$ cat config.mk
export PLATFORM = sky130hd
export DESIGN_NAME = period_meter_flat
export DESIGN_NICKNAME = d
export VERILOG_FILES = /design/src/rtl/period_meter_pkg.sv /design/src/rtl/period_meter_if.sv /design/src/rtl/period_meter_edge_sync.sv /design/src/rtl/period_meter.sv /design/src/flat_wrapper.sv
export SDC_FILE = /design/constraint.sdc
export NUM_CORES = 1
export LEC_CHECK = 0
export ABC_AREA = 1
export CORE_ASPECT_RATIO = 0.9
export CORE_UTILIZATION = 45
export DETAILED_ROUTE_END_ITERATION = 10
export PLACE_DENSITY = 0.73
export SYNTH_ARGS = -nofsm -noshare
export SYNTH_HDL_FRONTEND = slang
export SYNTH_HIERARCHICAL = 1
export SYNTH_SLANG_ARGS = --single-unit
$ cat constraint.sdc
create_clock -name clk_in -period 2.3 [get_ports clk_in]
set_input_delay 0.46 -clock clk_in [delete_from_list [all_inputs] [get_ports clk_in]]
set_output_delay 0.46 -clock clk_in [all_outputs]
set_load 0.01 [all_outputs]
$ cat src/rtl/period_meter_pkg.sv
// period_meter_pkg: FSM states and the divider threshold shared by the meter and the clock divider
package period_meter_pkg;
  typedef enum logic {IDLE, MEASURE} state_t;
  function automatic logic [63:0] div_threshold(input logic [63:0] period);
    return period < 64'd2 ? '0 : (period >> 1) - 64'd1;
  endfunction
endpackage

$ cat src/rtl/period_meter_if.sv
// period_meter_if: slow input and measurement results of the period meter
interface period_meter_if #(parameter int WIDTH = 32);
  logic             sig_in;
  logic [WIDTH-1:0] period_out;
  logic [WIDTH-1:0] threshold_out;
  logic             valid_out;
  logic             timeout_out;
  modport master (output sig_in, input period_out, threshold_out, valid_out, timeout_out);
  modport slave (input sig_in, output period_out, threshold_out, valid_out, timeout_out);
endinterface

$ cat src/rtl/period_meter_edge_sync.sv
// edge_sync: synchronizes an asynchronous input and emits a one-cycle rising-edge pulse
module edge_sync #(
  parameter int STAGES = 2
) (
  input  logic clk_in,
  input  logic rst,
  input  logic sig_i,
  output logic rise_o
);
  logic [STAGES-1:0] sync_q;
  logic              hist_q;
  always_ff @(posedge clk_in) begin
    if (rst) begin
      sync_q <= '0;
      hist_q <= 1'b0;
    end else begin
      sync_q <= {sync_q[STAGES-2:0], sig_i};
      hist_q <= sync_q[STAGES-1];
    end
  end
  assign rise_o = sync_q[STAGES-1] & ~hist_q;
endmodule

$ cat src/rtl/period_meter.sv
// period_meter: measures the sig_in period in clk_in cycles with averaging and stop detection
module period_meter
  import period_meter_pkg::*;
#(
  parameter int WIDTH       = 32,
  parameter int TIMEOUT     = 50000000,
  parameter int SYNC_STAGES = 2,
  parameter int AVG_LOG2    = 0
) (
  input logic           clk_in,
  input logic           rst,
  period_meter_if.slave bus
);
  localparam int                AW    = WIDTH + AVG_LOG2;
  localparam logic [WIDTH-1:0]  TMO   = WIDTH'(TIMEOUT);
  localparam logic [AVG_LOG2:0] AVG_N = (AVG_LOG2 + 1)'(2 ** AVG_LOG2);
  logic              rise;
  state_t            state_q, state_d;
  logic [WIDTH-1:0]  ctr_q, ctr_d;
  logic [AW-1:0]     acc_q, acc_d;
  logic [AVG_LOG2:0] avg_q, avg_d;
  logic [WIDTH-1:0]  period_q, period_d;
  logic [WIDTH-1:0]  thr_q, thr_d;
  logic              valid_q, valid_d;
  logic              tmo_q, tmo_d;
  edge_sync #(.STAGES(SYNC_STAGES)) u_sync (
    .clk_in(clk_in),
    .rst   (rst),
    .sig_i (bus.sig_in),
    .rise_o(rise)
  );
  always_comb begin
    state_d  = state_q;
    ctr_d    = ctr_q;
    acc_d    = acc_q;
    avg_d    = avg_q;
    period_d = period_q;
    thr_d    = thr_q;
    valid_d  = 1'b0;
    tmo_d    = tmo_q;
    // a full batch of samples publishes one cycle after its last rise
    if (avg_q == AVG_N) begin
      period_d = WIDTH'(acc_q >> AVG_LOG2);
      thr_d    = WIDTH'(div_threshold(64'(period_d)));
      valid_d  = 1'b1;
      tmo_d    = 1'b0;
      acc_d    = '0;
      avg_d    = '0;
    end
    if (state_q == IDLE) begin
      ctr_d   = rise ? WIDTH'(1) : '0;
      state_d = rise ? MEASURE : IDLE;
    end else if (rise) begin
      acc_d = acc_d + AW'(ctr_q);
      avg_d = avg_d + (AVG_LOG2 + 1)'(1);
      ctr_d = WIDTH'(1);
    end else if (ctr_q == TMO) begin
      tmo_d    = 1'b1;
      period_d = '0;
      thr_d    = '0;
      acc_d    = '0;
      avg_d    = '0;
      ctr_d    = '0;
      state_d  = IDLE;
    end else begin
      ctr_d = ctr_q + WIDTH'(1);
    end
  end
  always_ff @(posedge clk_in) begin
    if (rst) begin
      state_q  <= IDLE;
      ctr_q    <= '0;
      acc_q    <= '0;
      avg_q    <= '0;
      period_q <= '0;
      thr_q    <= '0;
      valid_q  <= 1'b0;
      tmo_q    <= 1'b0;
    end else begin
      state_q  <= state_d;
      ctr_q    <= ctr_d;
      acc_q    <= acc_d;
      avg_q    <= avg_d;
      period_q <= period_d;
      thr_q    <= thr_d;
      valid_q  <= valid_d;
      tmo_q    <= tmo_d;
    end
  end
  assign bus.period_out    = period_q;
  assign bus.threshold_out = thr_q;
  assign bus.valid_out     = valid_q;
  assign bus.timeout_out   = tmo_q;
endmodule

$ cat src/flat_wrapper.sv
// flat-port wrapper written by rule: the top's interface ports become plain ports
module period_meter_flat import period_meter_pkg::*;
#(
  parameter int WIDTH       = 32,
  parameter int TIMEOUT     = 50000000,
  parameter int SYNC_STAGES = 2,
  parameter int AVG_LOG2    = 0
)
  (clk_in, rst, bus_sig_in, bus_period_out, bus_threshold_out, bus_valid_out, bus_timeout_out);
  period_meter_if #(.WIDTH(WIDTH)) bus_i ();
  input logic clk_in;
  input logic rst;
  input wire logic [$bits(bus_i.sig_in)-1:0] bus_sig_in;
  output wire logic [$bits(bus_i.period_out)-1:0] bus_period_out;
  output wire logic [$bits(bus_i.threshold_out)-1:0] bus_threshold_out;
  output wire logic [$bits(bus_i.valid_out)-1:0] bus_valid_out;
  output wire logic [$bits(bus_i.timeout_out)-1:0] bus_timeout_out;
  assign bus_i.sig_in = bus_sig_in;
  assign bus_period_out = bus_i.period_out;
  assign bus_threshold_out = bus_i.threshold_out;
  assign bus_valid_out = bus_i.valid_out;
  assign bus_timeout_out = bus_i.timeout_out;
  period_meter #(.WIDTH(WIDTH), .TIMEOUT(TIMEOUT), .SYNC_STAGES(SYNC_STAGES), .AVG_LOG2(AVG_LOG2)) u_core (.clk_in(clk_in), .rst(rst), .bus(bus_i));
endmodule
## Word-level counts from Yosys, hierarchy flattened

Index checks and enable logic that the tools add are counted.

| storage, ports and cells | value |
|---|---|
| bits in registers | 135 |
| logic and storage cells | 45 |

| cells by class | value |
|---|---|
| $add $sub $neg | 3 |
| $lt $le $gt $ge | 1 |
| equality and inequality tests | 1 |
| multiplexer cells | 26 |
| bitwise operators | 3 |
| reduce and logical (&&, ||, !) cells | 1 |

Operators with widths:

| cell | number |
|---|---|
| $mux W32 | 16 |
| $add A32 B1 Y32 const B | 1 |
| $add A32 B32 Y32 | 1 |
| $eq A32 B26 Y1 const B | 1 |
| $lt A32 B2 Y1 const B | 1 |
| $sub A31 B1 Y32 const B | 1 |
| $mux W1 | 10 |
| $not A1 Y1 | 2 |
| $reduce_or A2 Y1 | 1 |
| $and A1 B1 Y1 | 1 |

## Logic depth before layout (Yosys ltp)

| logic depth | value |
|---|---|
| depth in word-level cells | 6 |
| gate-level depth with buffers | 19 |
| gate-level depth less buffers | 17 |

## Hierarchy

Netlist, hierarchy kept.

By module, submodules not included:

| module | instances | cells each | area an instance (um^2) | sequential area each (um^2) |
|---|---|---|---|---|
| period_meter | 1 | 1287 | 8468.1 | 2642.5 |
| edge_sync | 1 | 10 | 86.3 | 60.1 |

## Least setup slack after synthesis

Ideal clock, no wire load.

| path | value |
|---|---|
| kind | reg-to-reg |
| from | register u_core.avg_q |
| to | register u_core.acc_q[29] |
| setup time | 0.114 ns |
| arrival time | 2.372 ns |
| path slack | -0.186 ns |
| cell stages (with the launch flop) | 17 |
| clock period less this slack | 2.486 ns |
| path through | dfxtp_1 > buf_6 > clkbuf_1 > clkbuf_1 > nor2_1 > ha_1 > inv_1 > o21ai_1 > nand2_1 > a21oi_1 > nor2_1 > nand2_1 > nand4_1 > nand2_1 > nand2_1 > nand3_1 > nand2_1 |

| on the way | value |
|---|---|
| cells in the longest elaborated chain, start to end | 4 |
| elaborated cells between the ends (all ways) | 5 |
| those cells by class | add/sub (1); mux (4) |

RTL lines:

| what | line | RTL |
|---|---|---|
| start: declaration | period_meter.sv:21 | `logic [AVG_LOG2:0] avg_q, avg_d;` |
| start signal: assignment | period_meter.sv:83 | `avg_q <= avg_d;` |
| $mux W32 * | period_meter.sv:42 | `if (avg_q == AVG_N) begin` |
| $add A32 B32 Y32 or $mux W32 (tied branches) | period_meter.sv:54, period_meter.sv:57 |  |
| $mux W32 | period_meter.sv:53 | `end else if (rise) begin` |
| $mux W32 * | period_meter.sv:50 | `if (state_q == IDLE) begin` |
| end signal: assignment | period_meter.sv:73 | `acc_q <= '0;` |
| end signal: assignment | period_meter.sv:82 | `acc_q <= acc_d;` |
| end: declaration | period_meter.sv:20 | `logic [AW-1:0] acc_q, acc_d;` |

Mark *: on every way between the ends. The rest lies on a longest branch, timed or not.
A chain may end at the register's enable or synchronous reset.

## Worst setup path in the final report

Ends and elaborated chain as after synthesis.

==> results.tsv <==
metric	value	unit
dieWidth	147	um
outcome	finished with violations	
drt-met1-wl	11.7	mm
tightest_slew	0.422	ns
reg2reg_to	u_core/acc_q[29]	
synth_cells	1297	
crit_slowest_cell	dfxtp_4	
fillers	1747	
fin_worst_skew	0.0102	ns
period_needed	2.33	ns
dieArea	0.0196	mm2
dr_wl_met3	2.55	mm
ios	69	
syn_area	0.00855	mm2
ys_seq_area_share	31.6	%
grt_max_degree	34	
highest_layer	met5	
synthTopCellsByArea	dfxtp_1 32%, nand2_1 13%, inv_1 7.8%	
ys.flop_type	dfxtp_1	
hold_class	reg -> reg	
via_count	9100	
maxCapViolations	0	
firstDrtPassIters	5	
grt_usage	27.6	%
final_area	0.0108	mm2
max-vdd-ir-drop	0.416	mV
synth_top_area_share	31.6	%
postRouteAntennaNets	0	
gp_congestion	1.06	
ys_warn_count	6	
num_rows	47	
die_y	133	um
drive_above_1_share	17.6	%
clk_latency	0.43	ns
dpl_cell_area	0.00982	mm2
reg2regPathDepth	14	
clock_sinks	135	
overflow	0	
post-dp-hpwl	20.4	mm
power_leakage	0.00469	uW
portBuffers	68	
regToRegSetupSlack	-0.03	ns
finalHoldViolations	0	
cp.arrival	2.66	ns
fin_ws	-0.0271	ns
core_area	0.0185	mm2
startpoint_type	flop	
critical_path.endpoint_type	flop	
cts_hold_buf	0	
grt_pass1_wl	42.2	mm
ys_ff_latch	135	
fin_nets	1442	
rsz0062_at_grt	true	
wl_per_cell	16.3	um
initial_core_util	46.2	%
violations	setup timing	
r2r_start	u_core/avg_q	
cp.required	2.63	ns
antenna_found_initial	1	
clock-root-buffer	clkbuf_16	
clockBufferDepth	2	
holdCritStartpoint	u_core/u_sync/sync_q[0]	
max_slew_margin	71.8	%
async_flop_share	0	%
cp_cell_sequence	clkbuf_16 -> clkinv_8 -> nand3_1 -> nand2_2 -> nor2_2 -> nand2_1 -> nor2_2 -> nand2_1 -> nand2_1 -> nand4_1 -> nand2_1 -> nand2_1 -> nand3_1 -> nand2_1	
max_stage_delay	0.39	ns
hold_end	u_core/u_sync/sync_q[1]	
synth_most_common_cell	nand2_1	
viasPerCell	5.46	
synth_nets	1328	
areaGrowthSynthToFinish	26.6	%
avgSynthCellArea	6.60	um2
setup_viol	1	
met2_length	12.0	mm
numCtsBuffers	17	
diodes	0	
post-route-period-util	101	%
path_class	reg -> reg	
drt_wl_total	27.2	mm
cts_tree	yes	
cp_max_fo	15	
synthTopCellsByCount	305 x nand2_1, 177 x inv_1, 150 x nor2_1	
htree_levels	4	
hold_depth	2	
maxSlewViolCount	0	
synth_edf_count	0	
drc	0	
grt_pass1_vias	8223	
power_density	522	mW/mm2
synth_cell_types	53	
synth_area_leader_cell	dfxtp_1	
clk_pin_slew	0.06	ns
cpMostUsedCell	nand2_1	
fin_util	58.5	%
fmax	0.430	GHz
drt_iter0_drc	852	
[per-layer routing]
| layer | GRT usage [%] | up-vias |
|---|---|---|
| met5 | 0 | - |
| met3 | 6.52 | 76 |
| met4 | 11.6 | 2 |
| met1 | 36.8 | 4159 |
| li1 | - | 4429 |
| met2 | 42.5 | 434 |
[per-stage QoR]
step           power, uW  hold slack, ns  setup TNS, ns  setup WS, ns  instances
4_1_cts             5650           0.439              0       0.00465       1660
3_3_place_gp        2920           0.403        -0.0597       -0.0392       1629
3_5_place_dp        2930           0.429         -0.190       -0.0580       1629
2_1_floorplan       2780           0.388              0        0.0236       1297
5_1_grt             5830           0.462         -0.214        -0.112       1668
6_report            5650           0.430        -0.0271       -0.0271       1668
[area by class of cell]
type	instances	area, um2	area share [%]
multi-input cells	940	5300	48.9
flip-flops and latches	135	2710	25.0
repair buffers	129	1220	11.3
inverters	188	723	6.68
clock buffers	17	425	3.93
well taps	245	307	2.83
clock inverters	14	150	1.39
[layout by cell type, fill, tap and decap left out, types with 8 or more instances in the layout]
| cell type | netlist | routed |
|---|---|---|
| inv_2 | 8 | 8 |
| nor3_1 | 20 | 18 |
| nand4_1 | 16 | 16 |
| nand2_2 | 18 | 33 |
| o21ai_1 | 13 | 17 |
| a21oi_2 | 1 | 13 |
| buf_4 | 1 | 54 |
| dfxtp_1 | 135 | 133 |
| o21ai_0 | 84 | 78 |
| nor2_4 | 9 | 16 |
| nand3_2 | 6 | 10 |
| nor2_2 | 12 | 26 |
| a21oi_1 | 88 | 75 |
| inv_1 | 177 | 176 |
| nor2_1 | 150 | 129 |
| clkbuf_16 | 0 | 18 |
| nand2_1 | 305 | 290 |
| nor3_2 | 9 | 10 |
| nand3_1 | 77 | 73 |
| ha_1 | 28 | 20 |
| clkdlybuf4s50_1 | 0 | 68 |
| xor2_1 | 33 | 33 |
[worst max-delay path: cells and delay by family, from the launching register on]
kind	cells	cell delay (ns)
and+or+nand+nor	12	1.55
buffers and inverters	2	0.27
DFF	1	0.39
[where the power goes]
| group | switching (uW) | internal (uW) |
|---|---|---|
| combinational | 351 | 188 |
| sequential | 20.8 | 2360 |
| clock | 1130 | 1600 |
[logic make-up after synthesis]
logic type / Yosys count / synth area share [%]
AOI/OAI and AO/OA: 224 / 14.6
xor gates and xnor gates: 37 / 3.79
adders and majority gates: 28 / 4.10
DFF: 135 / 31.6
and+or+nand+nor: 651 / 35.6
buffers and inverters: 222 / 10.3
[timing repair]
| item | in CTS | in global routing |
|---|---|---|
| cloned | 0 | 1 |
| pin swaps | 0 | 18 |
| setup buffers | 0 | 7 |
| endpoints found under the setup margin | 7 | 42 |
| gates resized for setup | 4 | 92 |
[worst max path at each step]
stage	startpoint	slack, ns	endpoint
3_3_place_gp	u_core/avg_q	-0.04	u_core/acc_q[28]
4_1_cts	u_core/avg_q	0.005	u_core/acc_q[19]
5_1_grt	u_core/avg_q	-0.11	u_core/acc_q[29]
6_report	u_core/avg_q	-0.03	u_core/acc_q[29]
3_5_place_dp	u_core/acc_q[24]	-0.06	u_core/acc_q[31]
2_1_floorplan	u_core/avg_q	0.02	u_core/acc_q[28]
[registers in the layout, indices dropped and copies added (netlist names)]
| register | cells |
|---|---|
| u_core/ctr_q | 32 |
| u_core/bus.threshold_out | 32 |
| u_core/bus.valid_out | 1 |
| u_core/acc_q | 32 |
| u_core/avg_q | 1 |
| u_core/u_sync/sync_q | 2 |
| u_core/bus.timeout_out | 1 |
| u_core/state_q | 1 |
| u_core/u_sync/hist_q | 1 |
| u_core/bus.period_out | 32 |
(Power assumes the default switching activity.)
